File: src/rtl/pixel_addr_gen.sv
// pixel_addr_gen: maps video-timing counters to a frame-buffer read address
// through a fixed 3-stage pipeline (register -> scale -> bounds/mirror/address).
// Scale and mirror settings are captured at frame start (h==0, v==0) so a
// mode change never tears mid-frame.
// Optional feature macro: MIRROR_V_EN enables vertical mirroring; when it is
// undefined, mirror_v_in is ignored and no vertical flip logic is built.
module pixel_addr_gen #(
    parameter int SRC_W  = 240,
    parameter int SRC_H  = 320,
    parameter int H_BITS = 11,
    parameter int V_BITS = 10,
    parameter int ADDR_W = 17
) (
    input  logic              clk_in,
    input  logic              rst_n_in,
    input  logic [H_BITS-1:0] hcount_in,
    input  logic [V_BITS-1:0] vcount_in,
    input  logic              active_in,
    input  logic [1:0]        scale_in,
    input  logic              mirror_h_in,
    input  logic              mirror_v_in,
    output logic [ADDR_W-1:0] pixel_addr_out,
    output logic              addr_valid_out,
    output logic              in_bounds_out
);

    // Divide-by-3 via multiply by ceil(2^K/3) and shift right by K. With
    // K = XW + 2 the rounding error stays below 1/6 for every XW-bit input,
    // so the result is exactly floor(x/3) across the whole counter range.
    localparam int XW = ((H_BITS > V_BITS) ? H_BITS : V_BITS) + 1;
    localparam int K  = XW + 2;
    localparam logic [K-1:0] MUL3 = K'((2 ** K + 2) / 3);

    localparam logic [1:0] SCALE_1X  = 2'd0;
    localparam logic [1:0] SCALE_2X  = 2'd1;
    localparam logic [1:0] SCALE_1P5 = 2'd2;

    function automatic logic [XW-1:0] div3(input logic [XW-1:0] x);
        logic [XW+K-1:0] p;
        p = {{K{1'b0}}, x} * {{XW{1'b0}}, MUL3};
        return XW'(p >> K);
    endfunction

    // Frame-start detection and effective configuration
    logic              frame_start_s;
    logic [1:0]        eff_scale_s;
    logic              eff_mh_s;
    logic [1:0]        shadow_scale_q;
    logic              shadow_mh_q;

    // Stage registers
    logic [H_BITS-1:0] h1_q;
    logic [V_BITS-1:0] v1_q;
    logic              act1_q, mh1_q, act2_q, mh2_q;
    logic [1:0]        scale1_q;
    logic [H_BITS-1:0] sx2_q, sx_d;
    logic [V_BITS-1:0] sy2_q, sy_d;
    logic [ADDR_W-1:0] addr_d;
    logic              inb_d;

    assign frame_start_s = (hcount_in == {H_BITS{1'b0}}) && (vcount_in == {V_BITS{1'b0}});

`ifdef MIRROR_V_EN
    logic eff_mv_s, shadow_mv_q, mv1_q, mv2_q;

    // Vertical mirror follows the same frame-synchronous capture as the rest
    always_comb begin
        eff_mv_s = shadow_mv_q;
        if (frame_start_s) begin
            eff_mv_s = mirror_v_in;
        end else begin
            eff_mv_s = shadow_mv_q;
        end
    end

    // Vertical mirror shadow register and its pipeline copies
    always_ff @(posedge clk_in or negedge rst_n_in) begin
        if (!rst_n_in) begin
            shadow_mv_q <= 1'b0;
            mv1_q       <= 1'b0;
            mv2_q       <= 1'b0;
        end else begin
            if (frame_start_s) begin
                shadow_mv_q <= mirror_v_in;
            end
            mv1_q <= eff_mv_s;
            mv2_q <= mv1_q;
        end
    end
`else
    // Port kept for interface stability; its value is intentionally dropped
    logic unused_mirror_v_s;
    assign unused_mirror_v_s = mirror_v_in;
`endif

    // Frame-start pixel uses the freshly requested config, others the shadow
    always_comb begin
        eff_scale_s = shadow_scale_q;
        eff_mh_s    = shadow_mh_q;
        if (frame_start_s) begin
            eff_scale_s = scale_in;
            eff_mh_s    = mirror_h_in;
        end else begin
            eff_scale_s = shadow_scale_q;
            eff_mh_s    = shadow_mh_q;
        end
    end

    // Shadow configuration captured only at frame start
    always_ff @(posedge clk_in or negedge rst_n_in) begin
        if (!rst_n_in) begin
            shadow_scale_q <= SCALE_1X;
            shadow_mh_q    <= 1'b0;
        end else if (frame_start_s) begin
            shadow_scale_q <= scale_in;
            shadow_mh_q    <= mirror_h_in;
        end
    end

    // Stage 2 combinational: source coordinates for the selected scale
    always_comb begin
        sx_d = h1_q;
        sy_d = v1_q;
        case (scale1_q)
            SCALE_1X: begin
                sx_d = h1_q;
                sy_d = v1_q;
            end
            SCALE_2X: begin
                sx_d = h1_q >> 1;
                sy_d = v1_q >> 1;
            end
            SCALE_1P5: begin
                sx_d = H_BITS'(div3(XW'({h1_q, 1'b0})));
                sy_d = V_BITS'(div3(XW'({v1_q, 1'b0})));
            end
            default: begin
                sx_d = h1_q >> 2;
                sy_d = v1_q >> 2;
            end
        endcase
    end

    // Stage 3 combinational: bounds test, mirroring and linear address
    always_comb begin
        logic [ADDR_W-1:0] sx_a;
        logic [ADDR_W-1:0] sy_a;
        sx_a   = ADDR_W'(sx2_q);
        sy_a   = ADDR_W'(sy2_q);
        inb_d  = (32'(sx2_q) < 32'(SRC_W)) && (32'(sy2_q) < 32'(SRC_H));
        addr_d = {ADDR_W{1'b0}};
        if (mh2_q) begin
            sx_a = ADDR_W'(SRC_W - 1) - sx_a;
        end else begin
            sx_a = ADDR_W'(sx2_q);
        end
`ifdef MIRROR_V_EN
        if (mv2_q) begin
            sy_a = ADDR_W'(SRC_H - 1) - sy_a;
        end else begin
            sy_a = ADDR_W'(sy2_q);
        end
`endif
        if (inb_d) begin
            addr_d = sx_a + ADDR_W'(SRC_W) * sy_a;
        end else begin
            addr_d = {ADDR_W{1'b0}};
        end
    end

    // Three pipeline stages ending in registered outputs
    always_ff @(posedge clk_in or negedge rst_n_in) begin
        if (!rst_n_in) begin
            h1_q           <= {H_BITS{1'b0}};
            v1_q           <= {V_BITS{1'b0}};
            act1_q         <= 1'b0;
            scale1_q       <= SCALE_1X;
            mh1_q          <= 1'b0;
            sx2_q          <= {H_BITS{1'b0}};
            sy2_q          <= {V_BITS{1'b0}};
            act2_q         <= 1'b0;
            mh2_q          <= 1'b0;
            pixel_addr_out <= {ADDR_W{1'b0}};
            addr_valid_out <= 1'b0;
            in_bounds_out  <= 1'b0;
        end else begin
            h1_q           <= hcount_in;
            v1_q           <= vcount_in;
            act1_q         <= active_in;
            scale1_q       <= eff_scale_s;
            mh1_q          <= eff_mh_s;
            sx2_q          <= sx_d;
            sy2_q          <= sy_d;
            act2_q         <= act1_q;
            mh2_q          <= mh1_q;
            pixel_addr_out <= addr_d;
            addr_valid_out <= act2_q;
            in_bounds_out  <= inb_d;
        end
    end

endmodule
File: config.mk
export PLATFORM = sky130hd
export DESIGN_NAME = pixel_addr_gen
export DESIGN_NICKNAME = d
export VERILOG_FILES = /design/src/rtl/pixel_addr_gen.sv
export SDC_FILE = /design/constraint.sdc
export NUM_CORES = 1
export LEC_CHECK = 0
export CAP_MARGIN = 10
export CORE_AREA = 2 2 103 179
export DETAILED_ROUTE_END_ITERATION = 16
export DIE_AREA = 0 0 105 181
export SLEW_MARGIN = 0
export SYNTH_ARGS = -nofsm -noshare
export SYNTH_HDL_FRONTEND = slang
export SYNTH_SLANG_ARGS = --single-unit
File: constraint.sdc
create_clock -name clk_in -period 6 [get_ports clk_in]
set_clock_uncertainty 0.2 [all_clocks]
set_input_delay 0.6 -clock clk_in [delete_from_list [all_inputs] [get_ports clk_in]]
set_output_delay 0.6 -clock clk_in [all_outputs]
set_load 0.05 [all_outputs]
==> results.md <==
- The flow ran to the end, and the final reports show no timing, DRC or antenna violations.
- The tool flagged a number of max-cap violations equal to 0.
- The uppermost layer routed is met4.
- The analysis attributes to cell leakage a power of 4.441 nW.
- The first detailed-routing pass took 4 iterations.
- The number of buffers inserted by hold repair at cts is 0.
- Synthesis instantiated 57 different standard cells from the library.
- Yosys mapped a number of flops with a built-in enable equal to 0.
- In this run, synthesis produced a sequential element count of 67.
- The weighted congestion at the end of routability-driven global placement is 0.8484.
- The routed metal-1 wirelength is 5.520 mm.
- In this run the core area contains 64 standard-cell rows.
- The library cell used most frequently in the layout, excluding fill and tap cells, is ha_1.
- The largest fanout of any net on the critical path is 6.
- In the final design database the tool counted 1,027 nets.
- The detail route stage leaves a number of antenna-violating nets equal to 0.
- In the final layout, the share of cells above drive strength 1 is 0.07040.
- The boundary pin count is 47.
- The initial utilization of the core area, before any placement, comes to 0.4457.
- The worst register-to-register path has a depth of 18.
- The Yosys step of the flow raised 0 warnings.
- The worst path arrival time is 5.67 ns.
- The number of hold violations in the final report is 0.
- The starting DRC count in detailed routing is 122.
- The maximum buffer depth of the clock tree is 2.
- In the final timing run, aggregate negative setup slack is 0 ns.
- The setup path with the least slack is of type flop to flop.
- The die span in y is 181 µm.
- The worst setup path is captured at a flop.
- The area growth from synthesis to layout is 14.09%.
- The clock transition time at the flip-flop clock pins of the worst setup and hold paths is 0.06 ns.
- The number of buffer cells added on primary ports is 45.
- After detailed routing, the number of vias per cell comes to 5.235.
- The global-route congestion overflow total is 0.
- Power spread over the standard cell area amounts to 347.8 nW/µm².
- The sum of met3 wire segment lengths after detailed routing is 406 µm.
- Entering global routing, the biggest net connects 68 pins.
- The via count of the first global-routing pass is 5,853.
- The number of setup violations in the final report is 0.
- For this run, the total global-route usage over all layers was measured as 0.1768.
- Setup repair after global routing left no endpoint under its margin.
- The die area is 19,010 µm².
- The number of pins exceeding their max-slew limit in the final report is 0.
- For the worst setup path, the data required time is 6.00 ns.
- In the synthesized netlist, the number of instances is 711.
- The clock latency reported for the late side of the worst-skew pair is 0.33 ns.
- The via count is 5,225.
- The TritonCTS clock tree is done.
- The routed wire length per instance is 15.58 µm.
- After synthesis, the mean cell area works out to 10.94 µm².
- In this run the worst hold path is classified as flop to flop.
- After legalization and detailed placement, the total HPWL measured 13.41 mm.
- Of the available clock period, the critical path in the final layout requires 0.9454.
- CTS built an H-tree with a depth of 3.
- Counting the buffers created by CTS gives 9.
- The number of nets handed over by synthesis was 976.
- The slew at the pin with the worst max-slew slack is 1.124 ns.
- The fraction of registers with async set/reset is 1.000.
- The first global-routing pass estimated 26.70 mm of wire.
- Once layout is done, the placed cells without fillers occupy 8876 µm².
- Counting every sink on the clock net gives 67.
- Once layout is complete, the utilization of the core stands at 0.5085.
- The synthesized netlist occupies a cell area of 7780 µm².
- The detailed-route DRC error count is 0.
- The number of antenna violations at the first check in global routing came to 0.
- Summed over all layers, the routed wires come to 15.55 mm.
- In this run the tightest slew margin relative to its limit is 0.2508.
- The worst-case vdd ir drop is 0.2413 mV.
- The area of the core is 17,460 µm².
- Along the worst hold path, the cell count comes to 0.
- The number of antenna cells inserted is 0.
- Overall power consumption after layout is estimated at 3.087 mW.
- Based on the critical path, the design can be clocked at up to 176.3 MHz.
- The die width is 105 µm.
- In this run the clock root is driven by a clkbuf_16.
- The dominant register cell in the synthesized netlist is dfrtp_1.
- The type of origin of the critical path is a flop.
- Leaving out fill and tap cells, the most frequent cells in the layout are 157 x ha_1, 141 x inv_1, 79 x fa_1.
- The part of the Yosys area used for sequential elements is 0.2155.
- The detailed-routed wire length on met2 is 9.186 mm.
- The shortest period the worst path allows is 5.672 ns.
- The placed instances occupy a cell area of 8507 µm².
registers in the layout, summed over array words and instances, names as in the netlist, 2 cells and up:
| name | cells |
|---|---|
| sy2_q | 10 |
| v1_q | 10 |
| sx2_q | 11 |
| pixel_addr_out | 17 |
| scale1_q | 2 |
| h1_q | 11 |
cell families (layout without fill, tap and decap cells):
family                     after synthesis  after routing  synth area share
AOI/OAI and AO/OA                       86             86           0.07977
xor gates and xnor gates                42             42           0.04728
adders and majority gates              237            237            0.4583
buffers and inverters                  149            205           0.07189
DFF                                     67             67            0.2155
muxes                                   23             23           0.05581
and+or+nand+nor                        107            107           0.07141
final timing paths:
path,startpoint,to,slack (ns)
hold / removal,act1_q$_DFF_PN0_,act2_q$_DFF_PN0_,0.15
setup / recovery,v1_q[4]$_DFF_PN0_,sy2_q[7]$_DFF_PN0_,0.33
hold reg to reg,act1_q$_DFF_PN0_,act2_q$_DFF_PN0_,0.15
setup reg to reg,v1_q[4]$_DFF_PN0_,sy2_q[7]$_DFF_PN0_,0.33
min in group asynchronous,rst_n_in,pixel_addr_out[16]$_DFF_PN0_,0.26
max in group asynchronous,rst_n_in,v1_q[6]$_DFF_PN0_,4.76
layout make-up:
cell class	instances	area, µm²
inverter	141	529.3
timing repair buffer	48	467.9
clock inverter	5	107.6
fill	1652	8581
clock buffer	11	252.7
multi-input combinational	495	5552
tap	231	289.0
sequential	67	1678
Yosys cell counts (4+ instances only):
cell type	n	area, µm²
a21o_1	13	97.59
a21oi_1	23	115.1
and2_1	4	25.02
and3_1	5	31.28
clkbuf_1	7	26.28
dfrtp_1	67	1677
fa_1	80	1602
ha_1	157	1964
inv_1	141	529.3
mux2i_1	4	40.04
mux4_2	16	360.4
nand2_1	13	48.80
nand2b_1	6	37.54
nand3_1	4	20.02
nand4_1	4	25.02
nor2_1	30	112.6
nor2b_1	5	31.28
nor3_1	14	70.07
nor4_1	5	31.28
o21ai_0	12	60.06
o21bai_1	4	30.03
or2_2	4	25.02
or3_1	4	25.02
xnor2_1	33	289.0
xor2_1	9	78.83
critical path, stage by stage (launching register included):
cell and delay [ns]:
dfrtp_1 0.46, ha_1 0.35, inv_1 0.13, fa_2 0.51, fa_1 0.56, inv_1 0.05
fa_1 0.51, inv_1 0.06, fa_1 0.50, inv_1 0.04, ha_1 0.29, o21a_1 0.13
o211a_1 0.21, and3_1 0.20, o311ai_2 0.34, a21oi_1 0.18, o31ai_2 0.23, xnor2_1 0.13
mux4_2 0.45
routing by layer:
layer | GRT usage | up-vias
li1 | - | 2509
met1 | 0.1751 | 2603
met2 | 0.3623 | 84
met3 | 0.02489 | 29
met4 | 0.05973 | 0
met5 | 0 | -
per-stage QoR:
step	setup WS [ns]	cells	hold WS [ns]
floorplan	0.7354	711	0.1044
global placement	0.3695	982	0.1358
detailed placement	0.2633	982	0.1395
CTS	0.2376	998	0.1531
global route	0.01815	998	0.1546
finish	0.3279	998	0.1490
repair_timing:
action,in CTS,in global routing
buffers inserted,0,0
setup endpoints to repair,0,1
resized for setup,0,3
power by group:
group	leakage [nW]	switching, mW	internal, mW
clock	0.176	0.195	0.431
sequential	0.829	0.0313	0.473
combinational	3.44	1.06	0.897
total	4.44	1.29	1.80
Power figures use the tool's default switching activity.
